--- config.mk ---
export PLATFORM = sky130hd
export DESIGN_NAME = shift_sequencer
export DESIGN_NICKNAME = d
export VERILOG_FILES = /design/src/rtl/shift_pkg.sv /design/src/rtl/shift_step_unit.sv /design/src/rtl/shift_sequencer.sv
export SDC_FILE = /design/constraint.sdc
export NUM_CORES = 1
export LEC_CHECK = 0
export CORE_MARGIN = 3
export CORE_UTILIZATION = 49
export DETAILED_ROUTE_END_ITERATION = 6
export PLACE_DENSITY = 0.81
export SKIP_CTS_REPAIR_TIMING = 1
export SYNTH_ARGS = -nofsm -noshare
export SYNTH_HDL_FRONTEND = slang
export SYNTH_SLANG_ARGS = --single-unit
--- constraint.sdc ---
create_clock -name clk -period 3.2 [get_ports clk]
set_clock_uncertainty 0.1 [all_clocks]
set_input_delay 0.48 -clock clk [delete_from_list [all_inputs] [get_ports clk]]
set_output_delay 0.48 -clock clk [all_outputs]
set_load 0.01 [all_outputs]
--- src/rtl/shift_pkg.sv ---
// -----------------------------------------------------------------------------
// shift_pkg
//   Shared definitions for the shift sequencer:
//   - state_e   : sequencer state (IDLE / SHIFT / DONE)
//   - DIR_LEFT / DIR_RIGHT : direction encodings for in_dir
//   - STEP0 / STEP1 / STEP2 : primitive step sizes fed to shift_step_unit
// -----------------------------------------------------------------------------
package shift_pkg;

  typedef enum logic [1:0] {
    IDLE  = 2'd0,
    SHIFT = 2'd1,
    DONE  = 2'd2
  } state_e;

  localparam logic DIR_LEFT  = 1'b0;
  localparam logic DIR_RIGHT = 1'b1;

  localparam logic [1:0] STEP0 = 2'd0;
  localparam logic [1:0] STEP1 = 2'd1;
  localparam logic [1:0] STEP2 = 2'd2;

endpackage

--- src/rtl/shift_step_unit.sv ---
// -----------------------------------------------------------------------------
// shift_step_unit
//   Combinational primitive: shifts a WIDTH-bit operand by 0, 1 or 2 bits.
//   Optional macro: SHIFT_SEQ_ROTATE_EN adds the rot input (rotate instead of
//   zero-fill).
// Ports:
//   d     : operand
//   step  : step size (STEP0 / STEP1 / STEP2)
//   dir   : DIR_LEFT or DIR_RIGHT
//   rot   : 1 = rotate (only with SHIFT_SEQ_ROTATE_EN)
//   q     : stepped result
// -----------------------------------------------------------------------------
module shift_step_unit
  import shift_pkg::*;
#(
  parameter int WIDTH = 4
) (
  input  logic [WIDTH-1:0] d,
  input  logic [1:0]       step,
`ifdef SHIFT_SEQ_ROTATE_EN
  input  logic             rot,
`endif
  input  logic             dir,
  output logic [WIDTH-1:0] q
);

  logic [WIDTH-1:0] shl;
  logic [WIDTH-1:0] shr;

  always_comb begin
    shl = d << step;
    shr = d >> step;
`ifdef SHIFT_SEQ_ROTATE_EN
    // Wrap the bits pushed out back in at the other end; a zero step must
    // not wrap anything (d >> WIDTH is already zero, guard kept for clarity).
    if (rot && (step != STEP0)) begin
      shl = shl | (d >> (WIDTH - int'(step)));
      shr = shr | (d << (WIDTH - int'(step)));
    end
`endif
    q = (dir == DIR_RIGHT) ? shr : shl;
  end

endmodule

--- src/rtl/shift_sequencer.sv ---
// -----------------------------------------------------------------------------
// shift_sequencer
//   Multi-cycle logical shifter: performs an in_amt-bit shift as a sequence of
//   2-bit steps (the final step is 1 bit when the distance is odd).
//   Optional macro: SHIFT_SEQ_ROTATE_EN adds in_rot (rotate instead of shift).
//
//   Handshake: a transfer happens on a rising edge where valid and ready are
//   both high. in_ready is high only in IDLE; out_valid is high only in DONE
//   and out_data is held stable until the out_ready transfer.
//
// Ports:
//   clk, rst             : clock, synchronous active-high reset
//   in_valid / in_ready  : request handshake
//   in_data, in_amt      : operand and total shift distance
//   in_dir               : 0 = left, 1 = right
//   in_rot               : rotate request (only with SHIFT_SEQ_ROTATE_EN)
//   out_valid / out_ready: result handshake
//   out_data             : result (working register)
//   busy                 : high in SHIFT or DONE
//   dbg_state            : current FSM state
// -----------------------------------------------------------------------------
module shift_sequencer
  import shift_pkg::*;
#(
  parameter int WIDTH = 4,
  parameter int AMT_W = 3
) (
  input  logic             clk,
  input  logic             rst,
  input  logic             in_valid,
  output logic             in_ready,
  input  logic [WIDTH-1:0] in_data,
  input  logic [AMT_W-1:0] in_amt,
  input  logic             in_dir,
`ifdef SHIFT_SEQ_ROTATE_EN
  input  logic             in_rot,
`endif
  output logic             out_valid,
  input  logic             out_ready,
  output logic [WIDTH-1:0] out_data,
  output logic             busy,
  output state_e           dbg_state
);

  state_e           state;
  logic [WIDTH-1:0] work;
  logic [AMT_W-1:0] remaining;
  logic             dir_q;
`ifdef SHIFT_SEQ_ROTATE_EN
  logic             rot_q;
`endif

  logic [1:0]       step_sel;
  logic [AMT_W-1:0] rem_next;
  logic [WIDTH-1:0] stepped;

  // Take a 2-bit step while at least two positions remain, else a 1-bit step.
  always_comb begin
    step_sel = STEP0;
    if (state == SHIFT) begin
      step_sel = (remaining > AMT_W'(1)) ? STEP2 : STEP1;
    end
    rem_next = remaining - AMT_W'(step_sel);
  end

  shift_step_unit #(.WIDTH(WIDTH)) u_step (
    .d    (work),
    .step (step_sel),
`ifdef SHIFT_SEQ_ROTATE_EN
    .rot  (rot_q),
`endif
    .dir  (dir_q),
    .q    (stepped)
  );

  always_ff @(posedge clk) begin
    if (rst) begin
      state     <= IDLE;
      work      <= '0;
      remaining <= '0;
      dir_q     <= DIR_LEFT;
`ifdef SHIFT_SEQ_ROTATE_EN
      rot_q     <= 1'b0;
`endif
    end else begin
      case (state)
        IDLE: begin
          if (in_valid) begin
            work      <= in_data;
            remaining <= in_amt;
            dir_q     <= in_dir;
`ifdef SHIFT_SEQ_ROTATE_EN
            rot_q     <= in_rot;
`endif
            state     <= (in_amt == '0) ? DONE : SHIFT;
          end
        end
        SHIFT: begin
          work      <= stepped;
          remaining <= rem_next;
          if (rem_next == '0) state <= DONE;
        end
        DONE: begin
          if (out_ready) state <= IDLE;
        end
        default: state <= IDLE;
      endcase
    end
  end

  assign in_ready  = (state == IDLE);
  assign out_valid = (state == DONE);
  assign busy      = (state != IDLE);
  assign out_data  = work;
  assign dbg_state = state;

endmodule

==> reports/results.ini <==
[status]
status=completed

[sta]
hold_violations=0
tightest_slew_ns=0.661
whs_ns=0.375
slew_headroom_pct=55.9
setup_viol=0
fin_crit_sh_pct=79.4
fin_crit_ns=2.54
finalMaxSlewViolations=0
fin_tns_setup_ns=0
setup_slack_ns=0.659
fmax_mhz=394
rsz0062_at_grt=false

[place]
gp_congestion=0.865
placed_cell_area_um2=905
post-place-ws_ns=0.685
dp_hpwl_mm=1.26
dp_cells=116
portBuffers=20

[synthesis]
netlist_area_um2=736
ys_warn_count=0
synthTopCellsByArea=dfxtp_1 (27%), a21oi_1 (5.4%), inv_1 (5.1%)
yosysUniqueCellTypes=40
async_reset_ff_share_pct=0
synth-edff-count=0
avgSynthCellArea_um2=8.46
syn_nets=101
synth_top_area_share_pct=27.2
yosysSeqAreaShare_pct=27.2
synth_top_flop_cell=dfxtp_1
netlist_instances=87
yosys.area.top_type=dfxtp_1
synth-seq-cells=10

[clock_tree]
htreeDepth=1
cts_tree=done
cts.clk_slew.worst_paths_ns=0.07
clkSinkCount=10
clockBufferDepth=2
numCtsBuffers=3
clk_latency_ns=0.28
cts-root-buf=clkbuf_4

[power]
p_comb_share_pct=39.4
pwr-share-clk_pct=23.5
irDropWorstVdd_mv=0.339
cellLeakagePower_nw=0.375
powerDensity_nw_per_um2=539
p_int_mw=0.326
power_frac_seq_pct=37.0
total_power_mw=0.508
switchingPower_mw=0.181
swShare_pct=35.7

[layout]
seq_area_um2=200
stdcell_area_um2=941
fin_cells=120
syn_to_final_growth_pct=27.9
nNetsFinal=120
multi_input_area_um2=448
drive_above_1_share_pct=10.5
fill_cells=119
fin_util_pct=69.7
diodes=0

[die]
die_area_um2=2000
num_rows=13
die_x_um=44.8
initial_core_util_pct=54.5
coreArea_um2=1350
design.portCount=21
die_y_um=44.8

[grt]
gr-total-overflow=0
grtUsageMet2_pct=33.0
grt_max_degree=20
use_met3_pct=7.17
antenna_found_initial=0
grt_pass1_vias=662
grtUsageMet1_pct=24.6
grt_pass1_wl_mm=2.92
grt.total_usage_pct=20.5
top_usage_layer=met2

[setup_path]
arrival_ns=2.65
worstSetupPathType=reg2reg
r2r_cells=7
crit_family=flip-flops
cp_slowest_stage_delay_ns=0.75
critPathSlowestCell=dfxtp_1
endpoint_kind=register
timing.reg2reg.setup_slack_ns=0.66
r2r_start=dbg_state[0]$_SDFFE_PP0P_
cp_max_fo=19
crit_start=dbg_state[0]$_SDFFE_PP0P_
path_buf_inv=0
cp.required_ns=3.31
crit_chain=nand2b_1 > nor3_1 > ha_1 > fa_1 > and3b_1 > a211o_1 > a21oi_1
reg2reg_to=remaining[1]$_SDFFE_PP0P_
start_kind=register

[drt]
first_pass_iters=4
via_count=687
drt_wl_total_mm=1.71
ant_nets=0
initialDrtViolationCount=28
remaining_drc_errors=0
routedWlPerCell_um=14.2
viasPerCell=5.73

[worst_hold_path]
hold_path.class=reg2reg
min_to=remaining[0]$_SDFFE_PP0P_
min_from=remaining[0]$_SDFFE_PP0P_
worstHoldPathCells=2

[flow_run]
max_cap_viol_count=0

[cells in the mapped netlist, drive strengths merged, types with 2 or more instances]
cell	number
dfxtp	10
inv	10
a21oi	9
buf	6
nor2	6
a211oi	4
nand2b	4
nor3	4
o21ai	4
nor3b	3
or3b	3
nand2	2
nor2b	2
o21a	2
o21ba	2
[per-layer routing]
layer | vias up | routed length (um)
met3 | 6 | 107
met1 | 315 | 739
met2 | 24 | 834
met4 | 0 | 28
li1 | 342 | -
met5 | - | 0
[kinds of logic after synthesis]
logic type / count (synthesis) / share of synthesized area (%)
buf+inv: 16 / 11.9
xor+xnor: 1 / 1.19
fa+ha+maj: 2 / 4.42
compound gates: 30 / 31.0
flops: 10 / 27.2
simple gates: 27 / 23.0
mux: 1 / 1.36
[registers in the layout, summed over array words and instances (netlist names)]
| register | cells |
|---|---|
| out_data | 4 |
| remaining | 3 |
| dbg_state | 2 |
| dir_q | 1 |
[worst reg2reg max path: stages, from the launching register on]
cell,delay (ns)
dfxtp_1,0.75
nand2b_1,0.26
nor3_1,0.19
ha_1,0.20
fa_1,0.43
and3b_1,0.19
a211o_1,0.22
a21oi_1,0.14
[power groups by stage]
stage	clock network, mW	registers [mW]	logic [mW]
floorplan	0	0.167	0.155
global placement	0	0.187	0.197
detailed placement	0	0.189	0.200
CTS	0.124	0.187	0.201
global route	0.128	0.193	0.221
finish	0.120	0.188	0.200
[cell usage in the layout, fill, tap and decap left out, types with 2 or more instances in the layout]
master            n
a211oi_1          3
a21oi_1           8
clkbuf_4          3
clkdlybuf4s50_1  20
dfxtp_1          10
inv_1            10
nand2_1           2
nand2b_1          4
nor2_1            6
nor2b_1           2
nor3_1            4
nor3b_2           2
o21a_1            2
o21ai_0           3
or3b_1            2
[how the worst max path moves through the flow]
| stage | endpoint | cells after the start |
|---|---|---|
| after floorplan | remaining[1]$_SDFFE_PP0P_ | 8 |
| after global placement | remaining[1]$_SDFFE_PP0P_ | 7 |
| after detailed placement | remaining[1]$_SDFFE_PP0P_ | 7 |
| after CTS | remaining[1]$_SDFFE_PP0P_ | 7 |
| after global routing | remaining[1]$_SDFFE_PP0P_ | 7 |
| final | remaining[1]$_SDFFE_PP0P_ | 7 |
[area by class of cell]
| cell class | instances | area share (%) |
|---|---|---|
| Tap cell | 15 | 1.99 |
| Multi-Input combinational cell | 61 | 47.6 |
| Sequential cell | 10 | 21.3 |
| Clock buffer | 4 | 3.86 |
| Timing Repair Buffer | 20 | 21.3 |
| Inverter | 10 | 3.99 |
Power figures use the tool's default switching activity.
